`src/rtl/euler_step_engine.sv`:
```
// euler_step_engine: one explicit Euler step x' = x + h*(A*x + B*u) over RAM-resident matrices.
// Build option EULER_SATURATE_EN: clamp out-of-range results and flag OVF; otherwise results wrap.
module euler_step_engine #(
  parameter int ADDRESS_WIDTH = 13,
  parameter int DATA_WIDTH    = 16,
  parameter int FRAC_BITS     = 8,
  parameter int DIM_WIDTH     = 8
) (
  input  logic                         CLK,
  input  logic                         RST_N,
  input  logic                         START,
  input  logic [DIM_WIDTH-1:0]         N_DIM,
  input  logic [DIM_WIDTH-1:0]         M_DIM,
  input  logic signed [DATA_WIDTH-1:0] H_VAL,
  input  logic [ADDRESS_WIDTH-1:0]     A_BASE,
  input  logic [ADDRESS_WIDTH-1:0]     B_BASE,
  input  logic [ADDRESS_WIDTH-1:0]     X_BASE,
  input  logic [ADDRESS_WIDTH-1:0]     U_BASE,
  input  logic [ADDRESS_WIDTH-1:0]     XNEW_BASE,
  output logic [ADDRESS_WIDTH-1:0]     RD_ADDR1,
  output logic [ADDRESS_WIDTH-1:0]     RD_ADDR2,
  input  logic signed [DATA_WIDTH-1:0] RD_DATA1,
  input  logic signed [DATA_WIDTH-1:0] RD_DATA2,
  output logic                         WR_EN,
  output logic [ADDRESS_WIDTH-1:0]     WR_ADDR,
  output logic signed [DATA_WIDTH-1:0] WR_DATA,
  output logic                         BUSY,
  output logic                         DONE,
  output logic                         OVF
);
  localparam int AW   = ADDRESS_WIDTH;
  localparam int DW   = DATA_WIDTH;
  localparam int ACCW = 2*DW+8;
  localparam int RW   = ACCW+DW+1;
  localparam logic [AW-1:0] A1 = AW'(1);
  localparam logic [DIM_WIDTH-1:0] D1 = DIM_WIDTH'(1);
  typedef enum logic [2:0] {IDLE, MAC_AX, MAC_BU, READ_X, WRITE, FINISH} state_t;
  state_t state_q, state_d;
  logic [DIM_WIDTH-1:0] n_q, n_d, m_q, m_d, cnt_q, cnt_d, row_q, row_d;
  logic signed [DW-1:0] h_q, h_d, res;
  logic [AW-1:0] a_q, a_d, b_q, b_d, x_q, x_d, u_q, u_d;
  logic [AW-1:0] xi_q, xi_d, wr_q, wr_d, xb_q, xb_d, ub_q, ub_d;
  logic signed [ACCW-1:0] acc_q, acc_d, acc_sh;
  logic signed [2*DW-1:0] prod;
  logic signed [RW-2:0] scaled;
  logic signed [RW-1:0] sum;
`ifdef EULER_SATURATE_EN
  logic ovr, ovf_q, ovf_d;
`endif
  // Datapath: product of the pair read last cycle, and the row result from the accumulator and X[i].
  always_comb begin
    prod   = (2*DW)'(RD_DATA1) * (2*DW)'(RD_DATA2);
    acc_sh = acc_q >>> FRAC_BITS;
    scaled = ((RW-1)'(acc_sh) * (RW-1)'(h_q)) >>> FRAC_BITS;
    sum    = RW'(scaled) + RW'(RD_DATA1);
`ifdef EULER_SATURATE_EN
    ovr = ~(&sum[RW-1:DW-1]) & (|sum[RW-1:DW-1]);
    res = ovr ? {sum[RW-1], {(DW-1){~sum[RW-1]}}} : sum[DW-1:0];
`else
    res = DW'(sum);
`endif
  end
  // Next-state logic: sequencing, pointer counters and accumulation.
  always_comb begin
    state_d = state_q;
    n_d = n_q; m_d = m_q; h_d = h_q; cnt_d = cnt_q; row_d = row_q;
    a_d = a_q; b_d = b_q; x_d = x_q; u_d = u_q;
    xi_d = xi_q; wr_d = wr_q; xb_d = xb_q; ub_d = ub_q;
    acc_d = acc_q;
`ifdef EULER_SATURATE_EN
    ovf_d = ovf_q;
`endif
    case (state_q)
      IDLE: if (START) begin
        state_d = (N_DIM == '0) ? FINISH : MAC_AX;
        n_d = N_DIM; m_d = M_DIM; h_d = H_VAL; cnt_d = '0; row_d = '0;
        a_d = A_BASE; b_d = B_BASE; x_d = X_BASE; u_d = U_BASE;
        xi_d = X_BASE; wr_d = XNEW_BASE; xb_d = X_BASE; ub_d = U_BASE;
`ifdef EULER_SATURATE_EN
        ovf_d = 1'b0;
`endif
      end
      MAC_AX: begin
        acc_d = (cnt_q == '0) ? '0 : acc_q + ACCW'(prod);
        a_d = a_q + A1; x_d = x_q + A1; cnt_d = cnt_q + D1;
        if (cnt_q == n_q - D1) begin
          cnt_d = '0;
          state_d = (m_q == '0) ? READ_X : MAC_BU;
        end
      end
      MAC_BU: begin
        acc_d = acc_q + ACCW'(prod);
        b_d = b_q + A1; u_d = u_q + A1; cnt_d = cnt_q + D1;
        if (cnt_q == m_q - D1) begin
          cnt_d = '0;
          state_d = READ_X;
        end
      end
      READ_X: begin
        acc_d = acc_q + ACCW'(prod);
        state_d = WRITE;
      end
      WRITE: begin
        xi_d = xi_q + A1; wr_d = wr_q + A1; x_d = xb_q; u_d = ub_q; row_d = row_q + D1;
        state_d = (row_q == n_q - D1) ? FINISH : MAC_AX;
`ifdef EULER_SATURATE_EN
        ovf_d = ovf_q | ovr;
`endif
      end
      default: state_d = IDLE;
    endcase
  end
  // State and counter registers with asynchronous clear.
  always_ff @(posedge CLK or negedge RST_N) begin
    if (!RST_N) begin
      state_q <= IDLE;
      n_q <= '0; m_q <= '0; h_q <= '0; cnt_q <= '0; row_q <= '0;
      a_q <= '0; b_q <= '0; x_q <= '0; u_q <= '0;
      xi_q <= '0; wr_q <= '0; xb_q <= '0; ub_q <= '0;
      acc_q <= '0;
`ifdef EULER_SATURATE_EN
      ovf_q <= 1'b0;
`endif
    end else begin
      state_q <= state_d;
      n_q <= n_d; m_q <= m_d; h_q <= h_d; cnt_q <= cnt_d; row_q <= row_d;
      a_q <= a_d; b_q <= b_d; x_q <= x_d; u_q <= u_d;
      xi_q <= xi_d; wr_q <= wr_d; xb_q <= xb_d; ub_q <= ub_d;
      acc_q <= acc_d;
`ifdef EULER_SATURATE_EN
      ovf_q <= ovf_d;
`endif
    end
  end
  // Outputs decode from state so reset clears them immediately.
  always_comb begin
    BUSY     = state_q != IDLE;
    DONE     = state_q == FINISH;
    WR_EN    = state_q == WRITE;
    WR_ADDR  = WR_EN ? wr_q : '0;
    WR_DATA  = WR_EN ? res : '0;
    RD_ADDR1 = (state_q == MAC_AX) ? a_q : (state_q == MAC_BU) ? b_q : (state_q == READ_X) ? xi_q : '0;
    RD_ADDR2 = (state_q == MAC_AX) ? x_q : (state_q == MAC_BU) ? u_q : '0;
`ifdef EULER_SATURATE_EN
    OVF = ovf_q;
`else
    OVF = 1'b0;
`endif
  end
endmodule

```
`config.mk`:
```
export PLATFORM = sky130hd
export DESIGN_NAME = euler_step_engine
export DESIGN_NICKNAME = d
export VERILOG_FILES = /design/src/rtl/euler_step_engine.sv
export SDC_FILE = /design/constraint.sdc
export NUM_CORES = 2
export LEC_CHECK = 0
export CAP_MARGIN = 20
export CORE_MARGIN = 4
export CORE_UTILIZATION = 50
export DETAILED_ROUTE_END_ITERATION = 8
export PLACE_DENSITY = 0.69
export SLEW_MARGIN = 0
export SYNTH_ARGS = -nofsm -noshare
export SYNTH_HDL_FRONTEND = slang
export SYNTH_SLANG_ARGS = --single-unit
```
`constraint.sdc`:
```
create_clock -name CLK -period 25.5 [get_ports CLK]
set_clock_uncertainty 0.1 [all_clocks]
set_input_delay 5.1 -clock CLK [delete_from_list [all_inputs] [get_ports CLK]]
set_output_delay 5.1 -clock CLK [all_outputs]
set_load 0.01 [all_outputs]
```
* Word-level counts from Yosys, hierarchy flattened *
Index checks and enable logic that the tools add are counted.

storage, ports and cells
  register bits = 195
  input port bits = 132
  word-level logic and storage cells = 94

operators by class
  add/sub/neg operators = 13
  multipliers = 2
  equality and inequality tests = 11
  multiplexer cells = 32
  reduce and logical (&&, ||, !) cells = 21

operators with widths
  cell                                               count
  2-to-1 mux 13 bit                                  11
  case mux 13 bit (2 select lines)                   4
  case mux 40 bit (2 select lines)                   1
  adder 13 x 1 -> 13 bit (second input constant)     6
  case mux 13 bit (3 select lines)                   2
  adder 40 x 32 -> 40 bit                            1
  adder 40 bit                                       1
  2-to-1 mux 40 bit                                  1
  multiplier 16 x 16 -> 32 bit                       1
  multiplier 32 x 16 -> 24 bit                       1
  equality test 8 bit                                3
  zero test 8 bit                                    3
  2-to-1 mux 8 bit                                   3
  case mux 8 bit (3 select lines)                    1
  adder 16 bit                                       1
  adder 8 x 1 -> 8 bit (second input constant)       2
  2-to-1 mux 16 bit                                  1
  case mux 8 bit (2 select lines)                    1
  subtractor 8 x 1 -> 8 bit (second input constant)  2
  2-to-1 mux 3 bit                                   5
  case mux 3 bit (5 select lines)                    1
  AND reduction 2 bit                                7
  nonzero test 3 bit                                 4
  nonzero test 2 bit                                 4
  other kinds (8)                                    12

* Longest topological paths before layout *
  depth in word-level cells = 4
  mapped depth = 35
  mapped depth without buffers = 33

* Worst setup path after synthesis *
OpenSTA, ideal clock, no wires.

  path kind = input -> output
  start point = input RD_DATA1[1]
  end point = output WR_DATA[14]
  arrival time = 7.271 ns
  setup slack = 13.029 ns
  stages = 12
  buffers on the path = 1
  cell sequence = clkbuf_1 inv_1 fa_1 nor2b_1 o21ai_0 a21boi_0 o21ai_0 a21oi_1 o2111ai_1 nand3_1 a41oi_1 mux2i_1

between the ends
  cells in the longest elaborated chain, start to end = 2

ends and longest elaborated chain
  element            line  RTL
  from (decl)        22    input logic signed [DATA_WIDTH-1:0] RD_DATA1,
  adder 16 bit       55    sum = RW'(scaled) + RW'(RD_DATA1);
  2-to-1 mux 16 bit  141   WR_DATA = WR_EN ? res : '0;
  to (decl)          26    output logic signed [DATA_WIDTH-1:0] WR_DATA,

Every way passes these cells.

* Worst setup path after layout *
  start point = input RD_DATA1[2]
  end point = output WR_DATA[14]

Same word-level chain as after synthesis.

==> results.toml <==
[floorplan]
io_pins = 191
die_x_um = 252.1
die_h_um = 252.1
num_rows = 89
core_area_mm2 = 0.05902
die-area_mm2 = 0.06356
start_util = 0.5049

[sta]
slew_viol_final = 0
setup_viol = 0
slew_headroom = 0.3030
setup_ws_ns = 11.04
hold_viol = 0
fmax_mhz = 69.15
period_share = 0.5671
tns_ns = 0
worst_pin_slew_ns = 1.045
rsz0062_at_grt = "no"
min_period_ns = 14.46

[synthesis]
synth_ff_type = "dfrtp_1"
post_synth_num_cell_types = 84
yosys_register_bits = 187
yosysSeqAreaShare = 0.1570
avgSynthCellArea_um2 = 8.477
syn_inst = 3515
synth.cell_area_mm2 = 0.02980
synth-edff-count = 0
async_reset_ff_frac = 1.000
synth.net_count = 4317
yosysWarnings = 0

[clock_network]
htreeDepth = 4
cts.sinks = 187
cts_root_buffer = "clkbuf_16"
hold_buffers = 0
insertion_delay_ns = 0.45
cts_tree = "yes"
post_cts_resized = 0
clkTransAtPathRegs_ns = 0.07
clk_path_buf_depth = 2
cts_setup_buffers = 0
numCtsBuffers = 17

[drt]
wl_per_cell_um = 17.85
wl_um = 78290
viasPerCell = 5.479
route.detailed.drc = 0
num_vias = 24024
ant_nets = 0
drt_iter0_markers = 1722
dr.pass1.iters = 5

[flow_run]
drv_cap = 0

[global_route]
grt_start_max_net_pins = 120
overflow = 0
antenna_found_initial = 4
grt_pass1_vias = 24677
grt_pass1_wl_um = 129700
grt_usage = 0.2527

[finish]
final_layout_size_suffix_gt1_frac = 0.02769
finish.instance_area_mm2 = 0.03286
syn_to_final_growth_pct = 10.28
fill_cells = 5484
multi_input_area_mm2 = 0.02228
nNetsFinal = 4401
final-seq-area_mm2 = 0.004679

[placed_design]
io_buffers = 189
postPlaceCellArea_mm2 = 0.03230
gp_congestion = 0.8953
place.detailed.hpwl_um = 61270
place_ws_ns = 11.11

[critical_path]
slowest_delay_ns = 0.95
cpLargestDelayFamily = "compound AO/OA/AOI/OAI gates"
path_buf_inv = 2
crit_chain = "clkdlybuf4s50_1 -> ha_1 -> nor2b_1 -> o21ai_0 -> a21boi_0 -> o21ai_0 -> a21oi_1 -> o2111ai_1 -> nand3_1 -> a41oi_1 -> mux2i_1 -> clkdlybuf4s50_1"
cpMaxStageDelayCell = "clkdlybuf4s50_1"
cp_max_fo = 17
worstSetupEndpointType = "output pin"
worstPathRequired_ns = 20.30
cp-start-kind = "primary input"
critPathKind = "primary input to output pin"
cp_data_arrival_time_ns = 9.26

[hold_path]
hp-class = "flop to flop"

[status]
outcome = "finished clean"
tightest hold or removal path, delay by kind of cell (launching register included):
kind,cells,cell delay (ns)
DFF,1,0.34
and+or+nand+nor,2,0.10
synth_stat cells (23+ instances only):
cell	instances	area (µm²)
a22oi_1	23	172.7
nor3_1	36	180.2
nor2_1	167	626.9
xor2_1	41	359.1
fa_1	455	9109
ha_1	215	2690
and3_1	33	206.5
nand2_1	597	2241
nand2b_1	23	143.9
dfrtp_1	187	4679
a21o_1	24	180.2
a21oi_1	141	705.7
and2_1	227	1420
inv_1	601	2256
o21ai_0	134	670.6
nand3_1	64	320.3
clkbuf_1	132	495.5
xnor2_1	98	858.3
a211oi_1	24	180.2
final timing paths:
| path | slack (ns) | depth (start not counted) | end | from |
|---|---|---|---|---|
| min in group asynchronous | 4.69 | 1 | b_q[9] | RST_N |
| worst max register to register | 21.33 | 11 | x_q[3] | state_q[0] |
| max in group asynchronous | 19.02 | 2 | xb_q[11] | RST_N |
| worst max-delay path | 11.04 | 12 | WR_DATA[14] | RD_DATA1[2] |
| worst min register to register | 0.38 | 2 | ub_q[12] | ub_q[12] |
| worst min-delay path | 0.38 | 2 | ub_q[12] | ub_q[12] |
area by class of cell:
| cell class | count | area share |
|---|---|---|
| Tap cell | 773 | 0.02943 |
| Antenna cell | 1 | 0.00007615 |
| Inverter | 601 | 0.06865 |
| Multi-Input combinational cell | 2573 | 0.6781 |
| Clock buffer | 20 | 0.01420 |
| Sequential cell | 187 | 0.1424 |
| Timing Repair Buffer | 219 | 0.06454 |
| Clock inverter | 11 | 0.002589 |
logic make-up (layout without fill, tap and decap cells):
| logic type | Yosys count | in the layout | share of synthesized area |
|---|---|---|---|
| AOI/OAI and AO/OA | 519 | 519 | 0.1118 |
| xor gates and xnor gates | 141 | 141 | 0.04237 |
| adders and majority gates | 670 | 670 | 0.3960 |
| buffers and inverters | 755 | 851 | 0.09549 |
| DFF | 187 | 187 | 0.1570 |
| muxes | 15 | 15 | 0.005501 |
| other | 1 | 2 | 0.0001259 |
| and+or+nand+nor | 1227 | 1227 | 0.1917 |
registers in the layout (all words and copies together), names as in the netlist:
signal and cells:
m_q 8, u_q 13, a_q 13, acc_q 32, row_q 8, ub_q 13, h_q 16, xb_q 13
wr_q 13, cnt_q 8, b_q 13, state_q 3, n_q 8, xi_q 13, x_q 13
layout by cell type (no fill, tap or decap), drive strengths merged, types with 13 or more instances in the layout:
master         Yosys  final
ha               215    215
a31oi             13     13
nor2             167    167
a22oi             23     23
nand2            597    597
clkbuf           132     21
xor2              41     41
buf               22     30
o21a              20     20
clkdlybuf4s50      0    188
and3              33     33
and2             229    229
nand2b            23     23
o21ai            139    139
a21oi            141    141
nand4             21     21
o221ai            13     13
a21o              24     24
fa               455    455
o31ai             15     15
xnor2             98     98
nor3              36     36
nor2b             18     18
a211oi            24     24
dfrtp            187    187
nand3             64     64
inv              601    605
metal layers:
| metal | track usage | vias to the layer above | wire length (µm) |
|---|---|---|---|
| li1 | - | 11253 | - |
| met1 | 0.3482 | 11921 | 34220 |
| met2 | 0.4136 | 730 | 36560 |
| met3 | 0.04775 | 118 | 5373 |
| met4 | 0.06888 | 2 | 2127 |
| met5 | 0 | - | 13 |
metrics by stage:
stage / utilization / cells / hold WS (ns)
final: 0.5568 / 4385 / 0.3763
after detailed placement: 0.5473 / 4352 / 0.3628
after global routing: 0.5568 / 4384 / 0.3939
after global placement: 0.5473 / 4352 / 0.3583
after CTS: 0.5566 / 4383 / 0.3809
after floorplan: - / 3515 / 0.3386
Power is not shown: default switching activity piles up to over one toggle a cycle in this logic, so the estimate is an artifact.
